File: src/rtl/pipe_stage_regs_pkg.sv
// Shared widths, control-vector bit indices and stage payload types
// for the IF/ID, ID/EX and EX/MEM pipeline registers.
package pipe_stage_regs_pkg;

  localparam int unsigned DATA_W    = 32;
  localparam int unsigned RADDR_W   = 5;
  localparam int unsigned IMM_W     = 16;
  localparam int unsigned ID_CTRL_W = 9;
  localparam int unsigned EX_CTRL_W = 4;

  // ID control vector bit positions
  localparam int unsigned CTRL_REG_WRITE  = 8;
  localparam int unsigned CTRL_MEM_TO_REG = 7;
  localparam int unsigned CTRL_MEM_READ   = 6;
  localparam int unsigned CTRL_MEM_WRITE  = 5;
  localparam int unsigned CTRL_REG_DST    = 4;
  localparam int unsigned CTRL_ALU_SRC    = 3;
  localparam int unsigned CTRL_ALU_OP_HI  = 2;
  localparam int unsigned CTRL_ALU_OP_LO  = 1;
  localparam int unsigned CTRL_BRANCH     = 0;

  // EX/MEM control vector bit positions
  localparam int unsigned EXC_REG_WRITE  = 3;
  localparam int unsigned EXC_MEM_TO_REG = 2;
  localparam int unsigned EXC_MEM_READ   = 1;
  localparam int unsigned EXC_MEM_WRITE  = 0;

  localparam logic [ID_CTRL_W-1:0] CTRL_NOP = 9'd0;

  typedef struct packed {
    logic [DATA_W-1:0] instruction;
    logic [DATA_W-1:0] pc4;
  } ifid_t;

  typedef struct packed {
    logic [ID_CTRL_W-1:0] ctrl;
    logic [DATA_W-1:0]    pc4;
    logic [DATA_W-1:0]    read_data1;
    logic [DATA_W-1:0]    read_data2;
    logic [IMM_W-1:0]     immediate;
    logic [RADDR_W-1:0]   rs;
    logic [RADDR_W-1:0]   rt;
    logic [RADDR_W-1:0]   rd;
  } idex_t;

  typedef struct packed {
    logic [EX_CTRL_W-1:0] ctrl;
    logic [DATA_W-1:0]    alu_result;
    logic [DATA_W-1:0]    write_data;
    logic [RADDR_W-1:0]   dest_reg;
  } exmem_t;

endpackage

File: src/rtl/pipe_stage_regs_if.sv
// Stage-boundary bus: producer-side inputs and registered outputs of
// the three pipeline registers.
interface pipe_stage_regs_if;
  import pipe_stage_regs_pkg::*;

  logic                 ifid_hold;
  logic                 ifid_flush;
  logic [DATA_W-1:0]    if_instruction;
  logic [DATA_W-1:0]    if_pc4;
  logic [DATA_W-1:0]    ifid_instruction;
  logic [DATA_W-1:0]    ifid_pc4;

  logic [ID_CTRL_W-1:0] id_ctrl;
  logic [DATA_W-1:0]    id_pc4;
  logic [DATA_W-1:0]    id_read_data1;
  logic [DATA_W-1:0]    id_read_data2;
  logic [IMM_W-1:0]     id_immediate;
  logic [RADDR_W-1:0]   id_rs;
  logic [RADDR_W-1:0]   id_rt;
  logic [RADDR_W-1:0]   id_rd;
  logic [ID_CTRL_W-1:0] idex_ctrl;
  logic [DATA_W-1:0]    idex_pc4;
  logic [DATA_W-1:0]    idex_read_data1;
  logic [DATA_W-1:0]    idex_read_data2;
  logic [IMM_W-1:0]     idex_immediate;
  logic [RADDR_W-1:0]   idex_rs;
  logic [RADDR_W-1:0]   idex_rt;
  logic [RADDR_W-1:0]   idex_rd;

  logic [EX_CTRL_W-1:0] ex_ctrl;
  logic [DATA_W-1:0]    ex_alu_result;
  logic [DATA_W-1:0]    ex_write_data;
  logic [RADDR_W-1:0]   ex_dest_reg;
  logic [EX_CTRL_W-1:0] exmem_ctrl;
  logic [DATA_W-1:0]    exmem_alu_result;
  logic [DATA_W-1:0]    exmem_write_data;
  logic [RADDR_W-1:0]   exmem_dest_reg;

  modport master (
    output ifid_hold, ifid_flush, if_instruction, if_pc4,
    output id_ctrl, id_pc4, id_read_data1, id_read_data2, id_immediate,
    output id_rs, id_rt, id_rd,
    output ex_ctrl, ex_alu_result, ex_write_data, ex_dest_reg,
    input  ifid_instruction, ifid_pc4,
    input  idex_ctrl, idex_pc4, idex_read_data1, idex_read_data2,
    input  idex_immediate, idex_rs, idex_rt, idex_rd,
    input  exmem_ctrl, exmem_alu_result, exmem_write_data, exmem_dest_reg
  );

  modport slave (
    input  ifid_hold, ifid_flush, if_instruction, if_pc4,
    input  id_ctrl, id_pc4, id_read_data1, id_read_data2, id_immediate,
    input  id_rs, id_rt, id_rd,
    input  ex_ctrl, ex_alu_result, ex_write_data, ex_dest_reg,
    output ifid_instruction, ifid_pc4,
    output idex_ctrl, idex_pc4, idex_read_data1, idex_read_data2,
    output idex_immediate, idex_rs, idex_rt, idex_rd,
    output exmem_ctrl, exmem_alu_result, exmem_write_data, exmem_dest_reg
  );

endinterface

File: src/rtl/pipe_reg_field.sv
// Generic pipeline register: sync clear, flush-to-zero, hold.
// Priority per edge is reset > flush > hold > load.
module pipe_reg_field
  import pipe_stage_regs_pkg::*;
#(
  parameter int unsigned DATA_W = pipe_stage_regs_pkg::DATA_W
) (
  input  logic              clk,
  input  logic              reset,
  input  logic              flush,
  input  logic              hold,
  input  logic [DATA_W-1:0] d,
  output logic [DATA_W-1:0] q
);

  always_ff @(posedge clk) begin
    if (reset) begin
      q <= '0;
    end else if (flush) begin
      q <= '0;
    end else if (!hold) begin
      q <= d;
    end
  end

endmodule

File: src/rtl/pipe_stage_regs.sv
// IF/ID, ID/EX and EX/MEM pipeline registers of the 5-stage MIPS core.
// Only IF/ID stalls or flushes; ID/EX bubbles arrive as a zeroed id_ctrl.
module pipe_stage_regs
  import pipe_stage_regs_pkg::*;
(
  input  logic             clk,
  input  logic             reset,
  pipe_stage_regs_if.slave bus
);

  ifid_t  ifid_d,  ifid_q;
  idex_t  idex_d,  idex_q;
  exmem_t exmem_d, exmem_q;

  assign ifid_d = '{instruction: bus.if_instruction, pc4: bus.if_pc4};

  assign idex_d = '{
    ctrl:       bus.id_ctrl,
    pc4:        bus.id_pc4,
    read_data1: bus.id_read_data1,
    read_data2: bus.id_read_data2,
    immediate:  bus.id_immediate,
    rs:         bus.id_rs,
    rt:         bus.id_rt,
    rd:         bus.id_rd
  };

  assign exmem_d = '{
    ctrl:       bus.ex_ctrl,
    alu_result: bus.ex_alu_result,
    write_data: bus.ex_write_data,
    dest_reg:   bus.ex_dest_reg
  };

  pipe_reg_field #(.DATA_W($bits(ifid_t))) u_ifid (
    .clk   (clk),
    .reset (reset),
    .flush (bus.ifid_flush),
    .hold  (bus.ifid_hold),
    .d     (ifid_d),
    .q     (ifid_q)
  );

  pipe_reg_field #(.DATA_W($bits(idex_t))) u_idex (
    .clk   (clk),
    .reset (reset),
    .flush (1'b0),
    .hold  (1'b0),
    .d     (idex_d),
    .q     (idex_q)
  );

  pipe_reg_field #(.DATA_W($bits(exmem_t))) u_exmem (
    .clk   (clk),
    .reset (reset),
    .flush (1'b0),
    .hold  (1'b0),
    .d     (exmem_d),
    .q     (exmem_q)
  );

  // Outputs are direct flop taps
  assign bus.ifid_instruction = ifid_q.instruction;
  assign bus.ifid_pc4         = ifid_q.pc4;

  assign bus.idex_ctrl        = idex_q.ctrl;
  assign bus.idex_pc4         = idex_q.pc4;
  assign bus.idex_read_data1  = idex_q.read_data1;
  assign bus.idex_read_data2  = idex_q.read_data2;
  assign bus.idex_immediate   = idex_q.immediate;
  assign bus.idex_rs          = idex_q.rs;
  assign bus.idex_rt          = idex_q.rt;
  assign bus.idex_rd          = idex_q.rd;

  assign bus.exmem_ctrl       = exmem_q.ctrl;
  assign bus.exmem_alu_result = exmem_q.alu_result;
  assign bus.exmem_write_data = exmem_q.write_data;
  assign bus.exmem_dest_reg   = exmem_q.dest_reg;

endmodule

File: src/flat_wrapper.sv
// flat-port wrapper written by rule: the top's interface ports become plain ports
module pipe_stage_regs_flat import pipe_stage_regs_pkg::*;
  (clk, reset, bus_ifid_hold, bus_ifid_flush, bus_if_instruction, bus_if_pc4, bus_id_ctrl, bus_id_pc4, bus_id_read_data1, bus_id_read_data2, bus_id_immediate, bus_id_rs, bus_id_rt, bus_id_rd, bus_ex_ctrl, bus_ex_alu_result, bus_ex_write_data, bus_ex_dest_reg, bus_ifid_instruction, bus_ifid_pc4, bus_idex_ctrl, bus_idex_pc4, bus_idex_read_data1, bus_idex_read_data2, bus_idex_immediate, bus_idex_rs, bus_idex_rt, bus_idex_rd, bus_exmem_ctrl, bus_exmem_alu_result, bus_exmem_write_data, bus_exmem_dest_reg);
  pipe_stage_regs_if bus_i ();
  input  logic clk;
  input  logic reset;
  input wire logic [$bits(bus_i.ifid_hold)-1:0] bus_ifid_hold;
  input wire logic [$bits(bus_i.ifid_flush)-1:0] bus_ifid_flush;
  input wire logic [$bits(bus_i.if_instruction)-1:0] bus_if_instruction;
  input wire logic [$bits(bus_i.if_pc4)-1:0] bus_if_pc4;
  input wire logic [$bits(bus_i.id_ctrl)-1:0] bus_id_ctrl;
  input wire logic [$bits(bus_i.id_pc4)-1:0] bus_id_pc4;
  input wire logic [$bits(bus_i.id_read_data1)-1:0] bus_id_read_data1;
  input wire logic [$bits(bus_i.id_read_data2)-1:0] bus_id_read_data2;
  input wire logic [$bits(bus_i.id_immediate)-1:0] bus_id_immediate;
  input wire logic [$bits(bus_i.id_rs)-1:0] bus_id_rs;
  input wire logic [$bits(bus_i.id_rt)-1:0] bus_id_rt;
  input wire logic [$bits(bus_i.id_rd)-1:0] bus_id_rd;
  input wire logic [$bits(bus_i.ex_ctrl)-1:0] bus_ex_ctrl;
  input wire logic [$bits(bus_i.ex_alu_result)-1:0] bus_ex_alu_result;
  input wire logic [$bits(bus_i.ex_write_data)-1:0] bus_ex_write_data;
  input wire logic [$bits(bus_i.ex_dest_reg)-1:0] bus_ex_dest_reg;
  output wire logic [$bits(bus_i.ifid_instruction)-1:0] bus_ifid_instruction;
  output wire logic [$bits(bus_i.ifid_pc4)-1:0] bus_ifid_pc4;
  output wire logic [$bits(bus_i.idex_ctrl)-1:0] bus_idex_ctrl;
  output wire logic [$bits(bus_i.idex_pc4)-1:0] bus_idex_pc4;
  output wire logic [$bits(bus_i.idex_read_data1)-1:0] bus_idex_read_data1;
  output wire logic [$bits(bus_i.idex_read_data2)-1:0] bus_idex_read_data2;
  output wire logic [$bits(bus_i.idex_immediate)-1:0] bus_idex_immediate;
  output wire logic [$bits(bus_i.idex_rs)-1:0] bus_idex_rs;
  output wire logic [$bits(bus_i.idex_rt)-1:0] bus_idex_rt;
  output wire logic [$bits(bus_i.idex_rd)-1:0] bus_idex_rd;
  output wire logic [$bits(bus_i.exmem_ctrl)-1:0] bus_exmem_ctrl;
  output wire logic [$bits(bus_i.exmem_alu_result)-1:0] bus_exmem_alu_result;
  output wire logic [$bits(bus_i.exmem_write_data)-1:0] bus_exmem_write_data;
  output wire logic [$bits(bus_i.exmem_dest_reg)-1:0] bus_exmem_dest_reg;
  assign bus_i.ifid_hold = bus_ifid_hold;
  assign bus_i.ifid_flush = bus_ifid_flush;
  assign bus_i.if_instruction = bus_if_instruction;
  assign bus_i.if_pc4 = bus_if_pc4;
  assign bus_i.id_ctrl = bus_id_ctrl;
  assign bus_i.id_pc4 = bus_id_pc4;
  assign bus_i.id_read_data1 = bus_id_read_data1;
  assign bus_i.id_read_data2 = bus_id_read_data2;
  assign bus_i.id_immediate = bus_id_immediate;
  assign bus_i.id_rs = bus_id_rs;
  assign bus_i.id_rt = bus_id_rt;
  assign bus_i.id_rd = bus_id_rd;
  assign bus_i.ex_ctrl = bus_ex_ctrl;
  assign bus_i.ex_alu_result = bus_ex_alu_result;
  assign bus_i.ex_write_data = bus_ex_write_data;
  assign bus_i.ex_dest_reg = bus_ex_dest_reg;
  assign bus_ifid_instruction = bus_i.ifid_instruction;
  assign bus_ifid_pc4 = bus_i.ifid_pc4;
  assign bus_idex_ctrl = bus_i.idex_ctrl;
  assign bus_idex_pc4 = bus_i.idex_pc4;
  assign bus_idex_read_data1 = bus_i.idex_read_data1;
  assign bus_idex_read_data2 = bus_i.idex_read_data2;
  assign bus_idex_immediate = bus_i.idex_immediate;
  assign bus_idex_rs = bus_i.idex_rs;
  assign bus_idex_rt = bus_i.idex_rt;
  assign bus_idex_rd = bus_i.idex_rd;
  assign bus_exmem_ctrl = bus_i.exmem_ctrl;
  assign bus_exmem_alu_result = bus_i.exmem_alu_result;
  assign bus_exmem_write_data = bus_i.exmem_write_data;
  assign bus_exmem_dest_reg = bus_i.exmem_dest_reg;
  pipe_stage_regs u_core (.clk(clk), .reset(reset), .bus(bus_i));
endmodule
File: config.mk
export PLATFORM = sky130hd
export DESIGN_NAME = pipe_stage_regs_flat
export DESIGN_NICKNAME = d
export VERILOG_FILES = /design/src/rtl/pipe_stage_regs_pkg.sv /design/src/rtl/pipe_stage_regs_if.sv /design/src/rtl/pipe_reg_field.sv /design/src/rtl/pipe_stage_regs.sv /design/src/flat_wrapper.sv
export SDC_FILE = /design/constraint.sdc
export NUM_CORES = 1
export LEC_CHECK = 0
export CAP_MARGIN = 5
export CORE_AREA = 2 2 213 215
export DETAILED_ROUTE_END_ITERATION = 7
export DIE_AREA = 0 0 215 217
export PLACE_DENSITY = 0.55
export SYNTH_ARGS = -nofsm -noshare
export SYNTH_HDL_FRONTEND = slang
export SYNTH_SLANG_ARGS = --single-unit
export TNS_END_PERCENT = 100
File: constraint.sdc
create_clock -name clk -period 1 [get_ports clk]
set_input_delay 0.15 -clock clk [delete_from_list [all_inputs] [get_ports clk]]
set_output_delay 0.15 -clock clk [all_outputs]
set_load 0.02 [all_outputs]
After elaboration in Yosys (flattened, before gate mapping)
Index checks and enable logic that the tools add are counted.
Widths: inputs -> output; s select.

storage, ports and cells
  flip-flop bits (word level) = 273
  input port bits = 277
  word-level logic and storage cells = 4

operators by class
  reduce and logical (&&, ||, !) cells = 1

operators with widths
  operator         number
  $reduce_or 2->1  1

Logic depth before layout (Yosys ltp)
  depth in word-level cells = 1
  mapped depth = 4

Modules after synthesis
Synthesis repeated with hierarchy kept, for this count alone.

unflattened totals
  cell total of the unflattened synthesis = 883
  area, all modules = 9838.2 µm²

modules (own cells, without submodules)
  module                            instances  cells each  area an instance (µm²)  seq. area each (µm²)
  pipe_reg_field at u_core.u_idex   1          439         4807.1                  2722.6
  pipe_reg_field at u_core.u_exmem  1          236         2678.8                  1461.4
  pipe_reg_field at u_core.u_ifid   1          207         2348.5                  1281.2
  pipe_stage_regs                   1          1           3.8                     0.0

Least setup slack after synthesis
OpenSTA, ideal clock, no wires.

  path type = input port to flip-flop
  start = input bus_ifid_hold
  end = register u_core.u_ifid.q[10]
  setup time = 0.114 ns
  data arrival time = 0.727 ns
  required time = 0.886 ns
  slack = 0.158 ns
  stages on the path = 4
  path buffers = 2
  path through = buf_4 > buf_4 > mux2i_1 > nor2_1

RTL lines
  element               RTL line              source
  from (decl)           flat_wrapper.sv:7     input wire logic [$bits(bus_i.ifid_hold)-1:0] bus_ifid_hold;
  to (signal assigned)  pipe_reg_field.sv:18  q <= '0;
  to (signal assigned)  pipe_reg_field.sv:20  q <= '0;
  to (signal assigned)  pipe_reg_field.sv:22  q <= d;
  to (decl)             pipe_reg_field.sv:13  output logic [DATA_W-1:0] q

Worst setup path in the final report
  start = register u_core.u_ifid.q[23]
  end = output bus_ifid_pc4[23]

RTL lines
  element    RTL line            source
  to (decl)  flat_wrapper.sv:24  output wire logic [$bits(bus_i.ifid_pc4)-1:0] bus_ifid_pc4;

No word-level cell between the ends.

==> run metrics <==
most crowded layer after global routing=met2; grt total ovfl=0; total track usage=11.5%; CP max stage cell=dfxtp_2; TritonCTS buffer count=30; first-pass GRT wire length=41000 µm; area of the die=0.0467 mm²; crit-path max cell delay=0.35 ns; Die X=215 µm; worst vdd ir=1.14 mV; failing checks=setup timing; Hold Startpoint=reset; fin util=36.1%; Initial Utilization=18.0%; DRC=0; Clock Path Buffers=3; Synth cell types=10; Final Hold Fails=0; syn_nets=925; DR vias=6445; CTS tree=yes; Hold Path Class=primary input to flip-flop; r2r startpoint=u_core.u_ifid.q[31]$_SDFFE_PP0N_; CTS Sinks=273; multi-input logic area=0.00226 mm²; Sequential Area=0.00581 mm²; initial antenna violation count=2; clock transition at the registers of the reported paths=0.06 ns; post-DP HPWL=21800 µm; Warnings, synthesis=0; met1 Track Usage GR=13.1%; Worst Setup SP=u_core.u_ifid.q[23]$_SDFFE_PP0N_; area grow syn2layout=101%; min Tclk post-route=1.18 ns; die height=217 µm; total power=26.8 mW; status=finished, violations left; largest net degree at the start of global routing=65; Fmax=0.851 GHz; first drt pass iteration count=4; H-tree Lvls=1; critical path class=flip-flop to output port; GPL Wtd Cong=0.778; fin worst setup slack=-0.175 ns; worst path cell trace=buf_6; Setup Skew=0 ns; dpl ws=-0.272 ns; met2 GRT Util=20.2%; Syn Inst Count=648; clock latency on the worst-skew pair=0.55 ns; layout cells sized above 1=50.5%; Buf+Inv Stages, Crit Path=1; register area share after synthesis=68.1%; grt met3 use=3.76%; Leak=6.94 nW; count of buffers inserted at the top-level ports=549; Layout Nets=1509; Layout fillers=4495; RSZ-0062 raised after global routing=true; period utilization=118%; wire per inst=15.4 µm; post-DR vias/cell=3.47; Syn Area/Cell=12.4 µm²; max-slew violation count=0; CP arrival=1.03 ns; boundary pin count=550; crit end category=output port; row count=78; Startpoint Class=flip-flop; CTS root buf=clkbuf_16; first-iteration detailed-routing DRC count=176; vias in the first global route=6741; core area=0.0447 mm²; Worst path top cell family by delay=flip-flops; post-route ant nets=0; Slew @ Worst Pin=0.356 ns; Critical Path RT=0.85 ns; #FFs+latches synth=273; final WL=28700 µm; most frequent cells in the layout=clkdlybuf4s50_1, buf_6, dfxtp_2; Mapped Area=0.00803 mm²; final setup fails=273; relative slew slack=76.2%; maxcap violations=0; CP Max Fanout=2; Pwr per Cell Area=1660 mW/mm²
==> metrics by stage <==
step	area [µm²]	setup TNS [ns]	std cells	hold WS [ns]
6_report	16100	-40.80	1857	0.0707
5_1_grt	16100	-53.76	1856	0.0811
4_1_cts	16000	-49.90	1852	0.0547
3_5_place_dp	14300	-31.81	1791	0.449
3_3_place_gp	14300	-31.90	1791	0.450
2_1_floorplan	8030	0	648	0.275
==> per-layer routing <==
layer / share of wire (%) / vias to the layer above
met2: 51 / 288
met4: 2.2 / 0
li1: - / 3182
met1: 38 / 2937
met3: 8.8 / 38
met5: 0 / -
==> flip-flops by register name (all words and copies together) (netlist names) <==
register	count
u_core.u_idex.q	136
u_core.u_ifid.q	64
u_core.u_exmem.q	73
==> cells by family after synthesis <==
| logic type | share of synthesized area (%) |
|---|---|
| buf+inv | 3.76 |
| mux | 7.98 |
| simple gates | 20.2 |
| flops | 68.1 |
==> report_power, final <==
part	internal [mW]	total [mW]	switching, mW
Clock	6.63	11.1	4.47
Sequential	11.5	11.8	0.264
Combinational	2.40	3.94	1.55
Total	20.5	26.8	6.28
==> final timing paths <==
| check | end | slack (ns) | cells past startpoint |
|---|---|---|---|
| min | u_core.u_idex.q[12]$_SDFF_PP0_ | 0.07 | 3 |
| max | bus_ifid_pc4[23] | -0.18 | 1 |
| max reg2reg | u_core.u_ifid.q[31]$_SDFFE_PP0N_ | 0.14 | 4 |
| min reg2reg | u_core.u_ifid.q[22]$_SDFFE_PP0N_ | 0.50 | 2 |
==> cell usage after synthesis <==
cell type | number | area (µm²)
dfxtp_1 | 273 | 5470
and2b_1 | 54 | 405
or2_1 | 1 | 6.26
mux2i_1 | 64 | 641
buf_6 | 17 | 191
clkbuf_1 | 10 | 37.5
nor2b_1 | 155 | 970
buf_4 | 9 | 67.6
nor2_1 | 64 | 240
buf_2 | 1 | 5.00
==> area by class of cell <==
type / count / share of cell area (%)
Clock inverter: 9 / 0.660
Antenna cell: 1 / 0.0155
Timing Repair Buffer: 589 / 39.1
Tap cell: 600 / 4.66
Multi-Input combinational cell: 338 / 14.0
Sequential cell: 273 / 36.0
Clock buffer: 47 / 5.55
==> timing repair <==
item                                   in CTS  in global routing
hold buffers                                2                  0
endpoints found under the hold margin       4                  0
setup endpoints to repair                 273                307
setup buffers                               3                  2
pin swaps                                   0                  0
gates cloned                                0                  2
gates resized for setup                  1896                  4
Power figures use the tool's default switching activity.
